$ cat config.mk
export PLATFORM = sky130hd
export DESIGN_NAME = rtc_bus_sequencer
export DESIGN_NICKNAME = d
export VERILOG_FILES = /design/src/rtl/rtc_bus_sequencer.sv
export SDC_FILE = /design/constraint.sdc
export NUM_CORES = 1
export LEC_CHECK = 0
export ABC_AREA = 0
export BUFFER_PORTS_ARGS = -buffer_cell sky130_fd_sc_hd__buf_2
export CAP_MARGIN = 20
export CORE_ASPECT_RATIO = 0.7
export CORE_UTILIZATION = 55
export CTS_CLUSTER_SIZE = 8
export DETAILED_ROUTE_END_ITERATION = 10
export GPL_TIMING_DRIVEN = 1
export PLACE_DENSITY = 0.79
export SLEW_MARGIN = 30
export SYNTH_ARGS = -nofsm -noshare
export SYNTH_HDL_FRONTEND = slang
export SYNTH_SLANG_ARGS = --single-unit
$ cat constraint.sdc
create_clock -name clk -period 5.1 [get_ports clk]
set_input_delay 0.765 -clock clk [delete_from_list [all_inputs] [get_ports clk]]
set_output_delay 0.765 -clock clk [all_outputs]
set_load 0.01 [all_outputs]
$ cat src/rtl/rtc_bus_sequencer.sv
// rtc_bus_sequencer: single read/write transactions on the RTC multiplexed address/data bus.
// Define RTC_SEQ_QUEUE_EN to add a one-entry pending-request slot filled while busy.
module rtc_bus_sequencer #(
  parameter int PHASE_CYCLES = 8
) (
  input  logic       clk,
  input  logic       reset,
  input  logic       req_write,
  input  logic       req_read,
  input  logic [7:0] addr,
  input  logic [7:0] wdata,
  input  logic [7:0] bus_in,
  output logic [7:0] bus_out,
  output logic       bus_oe,
  output logic       cs_n,
  output logic       ad_n,
  output logic       wr_n,
  output logic       rd_n,
  output logic [7:0] rdata,
  output logic       busy,
  output logic       done
);
  localparam int CW = $clog2(PHASE_CYCLES + 1);
  typedef enum logic [2:0] {IDLE, A_SET, A_STB, A_HOLD, D_SET, D_STB, D_HOLD, DONE} state_t;
  state_t state_q, state_d;
  logic [CW-1:0] cnt_q, cnt_d;
  logic req_v_q, req_w_q, dir_q, dir_d, slot_v_q, slot_v_d, slot_w_q, slot_w_d;
  logic [7:0] req_a_q, req_d_q, addr_q, addr_d, wdata_q, wdata_d, slot_a_q, slot_a_d, slot_d_q, slot_d_d;
  logic [7:0] bus_out_d, rdata_d;
  logic bus_oe_d, cs_n_d, ad_n_d, wr_n_d, rd_n_d, busy_d, done_d, last, a_ph, d_ph;
  always_comb begin
    last = cnt_q == CW'(PHASE_CYCLES - 1);
    state_d = state_q;
    cnt_d = cnt_q + 1'b1;
    dir_d = dir_q;
    addr_d = addr_q;
    wdata_d = wdata_q;
    slot_v_d = slot_v_q;
    slot_w_d = slot_w_q;
    slot_a_d = slot_a_q;
    slot_d_d = slot_d_q;
    if (state_q == IDLE) begin
      cnt_d = '0;
      if (req_v_q) begin
        state_d = A_SET;
        dir_d = req_w_q;
        addr_d = req_a_q;
        wdata_d = req_d_q;
      end
    end else if (state_q == DONE) begin
      cnt_d = '0;
      state_d = IDLE;
`ifdef RTC_SEQ_QUEUE_EN
      // A request landing in DONE with an empty slot is treated as if it filled the slot.
      if (slot_v_q || req_v_q) begin
        state_d = A_SET;
        dir_d = slot_v_q ? slot_w_q : req_w_q;
        addr_d = slot_v_q ? slot_a_q : req_a_q;
        wdata_d = slot_v_q ? slot_d_q : req_d_q;
        slot_v_d = 1'b0;
      end
`endif
    end else if (last) begin
      cnt_d = '0;
      state_d = state_t'(state_q + 3'd1);
    end
`ifdef RTC_SEQ_QUEUE_EN
    if (state_q != IDLE && state_q != DONE && req_v_q && !slot_v_q) begin
      slot_v_d = 1'b1;
      slot_w_d = req_w_q;
      slot_a_d = req_a_q;
      slot_d_d = req_d_q;
    end
`endif
    // Outputs are decoded from the next state so the registered pins line up with the state.
    a_ph = state_d inside {A_SET, A_STB, A_HOLD};
    d_ph = state_d inside {D_SET, D_STB, D_HOLD};
    cs_n_d = !(a_ph || d_ph);
    ad_n_d = !a_ph;
    bus_oe_d = a_ph || (d_ph && dir_d);
    bus_out_d = a_ph ? addr_d : (d_ph && dir_d) ? wdata_d : 8'h00;
    wr_n_d = !(state_d == A_STB || (state_d == D_STB && dir_d));
    rd_n_d = !(state_d == D_STB && !dir_d);
    busy_d = state_d != IDLE;
    done_d = state_d == DONE;
    rdata_d = (state_q == D_STB && last) ? bus_in : rdata;
  end
  always_ff @(posedge clk or posedge reset) begin
    if (reset) begin
      state_q <= IDLE;
      cnt_q <= '0;
      req_v_q <= 1'b0;
      req_w_q <= 1'b0;
      req_a_q <= '0;
      req_d_q <= '0;
      dir_q <= 1'b0;
      addr_q <= '0;
      wdata_q <= '0;
      slot_v_q <= 1'b0;
      slot_w_q <= 1'b0;
      slot_a_q <= '0;
      slot_d_q <= '0;
      bus_out <= '0;
      bus_oe <= 1'b0;
      cs_n <= 1'b1;
      ad_n <= 1'b1;
      wr_n <= 1'b1;
      rd_n <= 1'b1;
      rdata <= '0;
      busy <= 1'b0;
      done <= 1'b0;
    end else begin
      state_q <= state_d;
      cnt_q <= cnt_d;
      req_v_q <= req_write || req_read;
      req_w_q <= req_write;
      req_a_q <= addr;
      req_d_q <= wdata;
      dir_q <= dir_d;
      addr_q <= addr_d;
      wdata_q <= wdata_d;
      slot_v_q <= slot_v_d;
      slot_w_q <= slot_w_d;
      slot_a_q <= slot_a_d;
      slot_d_q <= slot_d_d;
      bus_out <= bus_out_d;
      bus_oe <= bus_oe_d;
      cs_n <= cs_n_d;
      ad_n <= ad_n_d;
      wr_n <= wr_n_d;
      rd_n <= rd_n_d;
      rdata <= rdata_d;
      busy <= busy_d;
      done <= done_d;
    end
  end
endmodule
After elaboration in Yosys (flattened, before gate mapping)
Cells that the tools add are included.
{"block": "word_totals", "reg_bits": 65, "out_inout_bits": 23, "word_cells": 62}
{"block": "op_classes", "muxes": 15, "add_sub_neg": 2, "n_eq_ne": 10, "reduce_logical": 17}
{"op": "8-bit 2-to-1 mux", "n": 6}
{"op": "3-bit equality test (second input constant)", "n": 6}
{"op": "3-bit 2-to-1 mux", "n": 4}
{"op": "4-bit 2-to-1 mux", "n": 3}
{"op": "3-bit nonzero test", "n": 3}
{"op": "3-bit by 2-bit equality test with 1-bit output (second input constant)", "n": 2}
{"op": "1-bit logical NOT", "n": 5}
{"op": "4-bit by 1-bit adder with 4-bit output (second input constant)", "n": 1}
{"op": "4-bit by 3-bit equality test with 1-bit output (second input constant)", "n": 1}
{"op": "1-bit logical AND", "n": 4}
{"op": "1-bit logical OR", "n": 4}
{"op": "3-bit by 1-bit adder with 3-bit output (second input constant)", "n": 1}
{"op": "3-bit by 1-bit equality test with 1-bit output (second input constant)", "n": 1}
{"op": "3-bit logical NOT", "n": 1}
{"op": "1-bit 2-to-1 mux", "n": 2}

Depth between registers and ports, before layout
{"block": "logic_depth", "depth_word": 9, "ltp_mapped": 10}

Least setup slack after synthesis
No wires, ideal clock.
{"block": "synth_timing", "kind": "reg-to-reg", "start": "register state_q[0]", "end": "register bus_out[0]", "t_arrival_ns": 1.917, "path_stages_with_launch": 11, "synth_period_minus_slack_ns": 2.059, "slack_ns": 3.041, "path_cell_list": "dfrtp_1 > inv_1 > ha_1 > nor2b_1 > buf_6 > and2_4 > buf_6 > o32ai_4 > and2_1 > buf_4 > o22ai_2"}
{"block": "synth_between", "elab_chain_len": 9}
{"item": "start: declaration", "line": "25", "source": "state_t state_q, state_d;"}
{"item": "start signal: assignment", "line": "113", "source": "state_q <= state_d;"}
{"item": "3-bit by 1-bit adder with 3-bit output", "line": "65", "source": "state_d = state_t'(state_q + 3'd1);"}
{"item": "3-bit 2-to-1 mux", "line": "63", "source": "end else if (last) begin"}
{"item": "3-bit 2-to-1 mux", "line": "50", "source": "end else if (state_q == DONE) begin"}
{"item": "3-bit 2-to-1 mux", "line": "42", "source": "if (state_q == IDLE) begin"}
{"item": "3-bit equality test", "line": "77", "source": "d_ph = state_d inside {D_SET, D_STB, D_HOLD};"}
{"item": "3-bit nonzero test", "line": "77"}
{"item": "1-bit logical AND", "line": "81", "source": "bus_out_d = a_ph ? addr_d : (d_ph && dir_d) ? wdata_d : 8'h00;"}
{"item": "8-bit 2-to-1 mux", "line": "81"}
{"item": "8-bit 2-to-1 mux *", "line": "81"}
{"item": "named net bus_out_d[0]", "line": "29", "source": "logic [7:0] bus_out_d, rdata_d;"}
{"item": "end signal: assignment", "line": "126", "source": "bus_out <= bus_out_d;"}
{"item": "end: declaration", "line": "13", "source": "output logic [7:0] bus_out,"}
The timed path passes the listed nets; every way through them passes the cells marked *.
A chain may end at the register's enable or synchronous reset.

Worst setup path in the final report
Ends and elaborated chain as after synthesis.

==> results.toml <==
[final_layout]
fin_cells = 285
fillerInstances = 335
layout_common_cells = "dfrtp_1, buf_2, mux2_2"
antennaDiodeCount = 0
post-route-util_pct = 68.0
layout.nets = 258
drive_gt1_share_pct = 47.8
final_common_cell = "dfrtp_1"
syn2layout_area_growth_pct = 18.2

[setup_path]
worst_r2r_endpoint = "bus_out[0]$_DFF_PP0_"
required_ps = 5280
path_class = "reg2reg"
r2r_slack_ps = 2230
rr_worst_depth = 7
cp_data_arrival_time_ps = 3050
path_cells = "inv_1 > ha_1 > nor2b_1 > nor3b_1 > a221oi_2 > and2_1 > o22ai_2"
max_stage_delay_ps = 800
critPathMaxFanout = 14
r2r_start = "state_q[0]$_DFF_PP0_"
critPathSlowestCell = "a221oi_2"
crit_path_end_kind = "flop"
worstSetupStartpointType = "flop"

[floorplan]
io_pins = 51
initial_utilization_pct = 57.5
die_area_mm2 = 0.00486
core-area_mm2 = 0.00438
die_w_um = 82.9
die_h_um = 58.6
row_count = 20

[placed_design]
dp.cells = 269
gp_routability_congestion = 0.785
dp_hpwl_mm = 2.88
io_buffers = 50

[run_status]
status = "complete, no violations"

[synth]
syn_area_mm2 = 0.00252
synth.distinct_cells = 34
postSynthAreaPerCell_um2 = 14.7
syn_inst = 172
yosys_warnings = 0
synth_top_cell_by_area = "dfrtp_1"
syn_nets = 205
ys_ff_latch = 65
yosysSeqAreaShare_pct = 64.7
synth_top_area_share_pct = 60.6
yosys-top-cells-area = "dfrtp_1, mux2_2, dfstp_2, o22ai_2, ha_1"

[sta]
hold_viol_final = 0
setup_viol = 0
hold_ws_ps = 468
drv_slew = 0
grt_setup_unrepaired = "no"
period_needed_ps = 2870
period_share_pct = 56.3
fmax_mhz = 348
tns_ps = 0
finClkSkew_ps = 10.3
relSlewSlack_pct = 39.5
timing_worst_slew_pin_value_ps = 908

[route]
drt_iter0_drc = 58
antenna_left = 0
vias_per_cell = 5.22
wl_mm = 4.31
first_pass_iters = 4
vias = 1487
wl_per_cell_um = 15.1
drc = 0

[pwr]
power_density_mw_per_mm2 = 645
irDropWorstVdd_mv = 0.397
p_leak_nw = 1.43
total_power_mw = 1.92

[clocking]
tritoncts = "built"
cts_setup_buffers = 0
numCtsBuffers = 9
cts-resized-gates = 0
cts_hold_buffers = 0
root_buffer = "clkbuf_8"
clock-sinks = 65
clk_latency_ps = 340
ctsLongestPathBuffers = 2
clk_pin_slew_ps = 60
cts_max_level = 3

[min_path]
hold_end = "cnt_q[0]$_DFF_PP0_"
hp-class = "reg2reg"
hold_start = "cnt_q[0]$_DFF_PP0_"
whs_path_depth = 1

[global_routing]
grt_overflow = 0
grt_pass1_vias = 1509
grt_start_max_net_pins = 66
antenna_found_initial = 0
track_usage_pct = 20.0
grt_first_pass_wirelength_mm = 7.14

[run]
cap_violations = 0
-- synthesized netlist by cell type --
cell,instances
dfrtp_1,61
mux2_2,25
nand2_1,10
o211ai_1,8
o22ai_2,8
inv_1,7
nor2_1,7
ha_1,5
dfstp_2,4
and2_1,3
buf_6,3
buf_2,2
buf_4,2
clkbuf_1,2
nand2b_1,2
nand3_1,2
nor3_1,2
o21ai_1,2
or2_2,2
a21boi_1,1
a21oi_1,1
a221oi_2,1
and2_4,1
and3_1,1
nand3b_4,1
nor2b_1,1
nor3_2,1
nor3b_1,1
nor4b_1,1
o21ai_0,1
o221ai_1,1
o32ai_4,1
xnor2_1,1
xor2_1,1
-- worst max path at each step --
stage	start	endpoint	slack, ps	cells past startpoint
4_1_cts	state_q[0]$_DFF_PP0_	bus_out[2]$_DFF_PP0_	2250	7
3_3_place_gp	state_q[0]$_DFF_PP0_	bus_out[3]$_DFF_PP0_	2400	7
5_1_grt	state_q[0]$_DFF_PP0_	bus_out[0]$_DFF_PP0_	2030	7
2_1_floorplan	reset	addr_q[0]$_DFF_PP0_	2720	1
3_5_place_dp	state_q[0]$_DFF_PP0_	bus_out[0]$_DFF_PP0_	2270	7
6_report	state_q[0]$_DFF_PP0_	bus_out[0]$_DFF_PP0_	2230	7
-- where the power goes --
part	switching, mW	internal (mW)	total (mW)	leakage [nW]
clock	0.178	0.224	0.401	0.0941
combinational	0.409	0.331	0.740	0.556
sequential	0.0726	0.707	0.780	0.780
total	0.660	1.26	1.92	1.43
-- through the flow --
stage / cell area (um^2) / setup slack (ps)
after detailed placement: 2800 / 2270
after floorplan: 2520 / 2720
final: 2980 / 2230
after global routing: 2980 / 2030
after CTS: 2980 / 2250
after global placement: 2790 / 2400
-- metal layers --
metal | routed length (um) | share of wire [%] | track usage, % | vias to the layer above
met5 | 0 | 0 | 0 | -
met4 | 65 | 1.5 | 8.87 | 0
met3 | 232 | 5.4 | 7.57 | 9
met2 | 2000 | 46 | 29.6 | 44
met1 | 2010 | 47 | 27.0 | 732
li1 | - | - | - | 702
-- critical path: cells and delay by family (launching register included) --
family          cells  cell delay (ps)
flops               1              450
compound gates      2              910
fa+ha+maj           1              150
simple gates        3             1120
buf+inv             1               90
-- flip-flops by register name, summed over array words and instances, names as in the netlist --
register / flops
bus_oe: 1
dir_q: 1
busy: 1
req_d_q: 8
cnt_q: 4
req_v_q: 1
state_q: 3
addr_q: 8
rd_n: 1
rdata: 8
wr_n: 1
bus_out: 8
wdata_q: 8
cs_n: 1
req_a_q: 8
req_w_q: 1
done: 1
ad_n: 1
-- final cells by class --
| type | instances | area, um^2 | area share [%] |
|---|---|---|---|
| clock buffers | 12 | 135 | 4.54 |
| clock inverters | 4 | 45.0 | 1.51 |
| inverters | 7 | 26.3 | 0.882 |
| multi-input cells | 91 | 813 | 27.3 |
| flip-flops and latches | 65 | 1630 | 54.8 |
| well taps | 55 | 68.8 | 2.31 |
| repair buffers | 51 | 258 | 8.66 |
-- kinds of logic after synthesis --
group                    share of synthesized area (%)
buffers and inverters                             3.67
AND/OR/NAND/NOR                                   7.75
multiplexers                                      11.2
XOR/XNOR                                         0.695
AO/OA/AOI/OAI                                     9.48
adder cells (fa/ha/maj)                           2.48
flip-flops                                        64.7
Note: power is estimated with default switching activity, not from simulation.
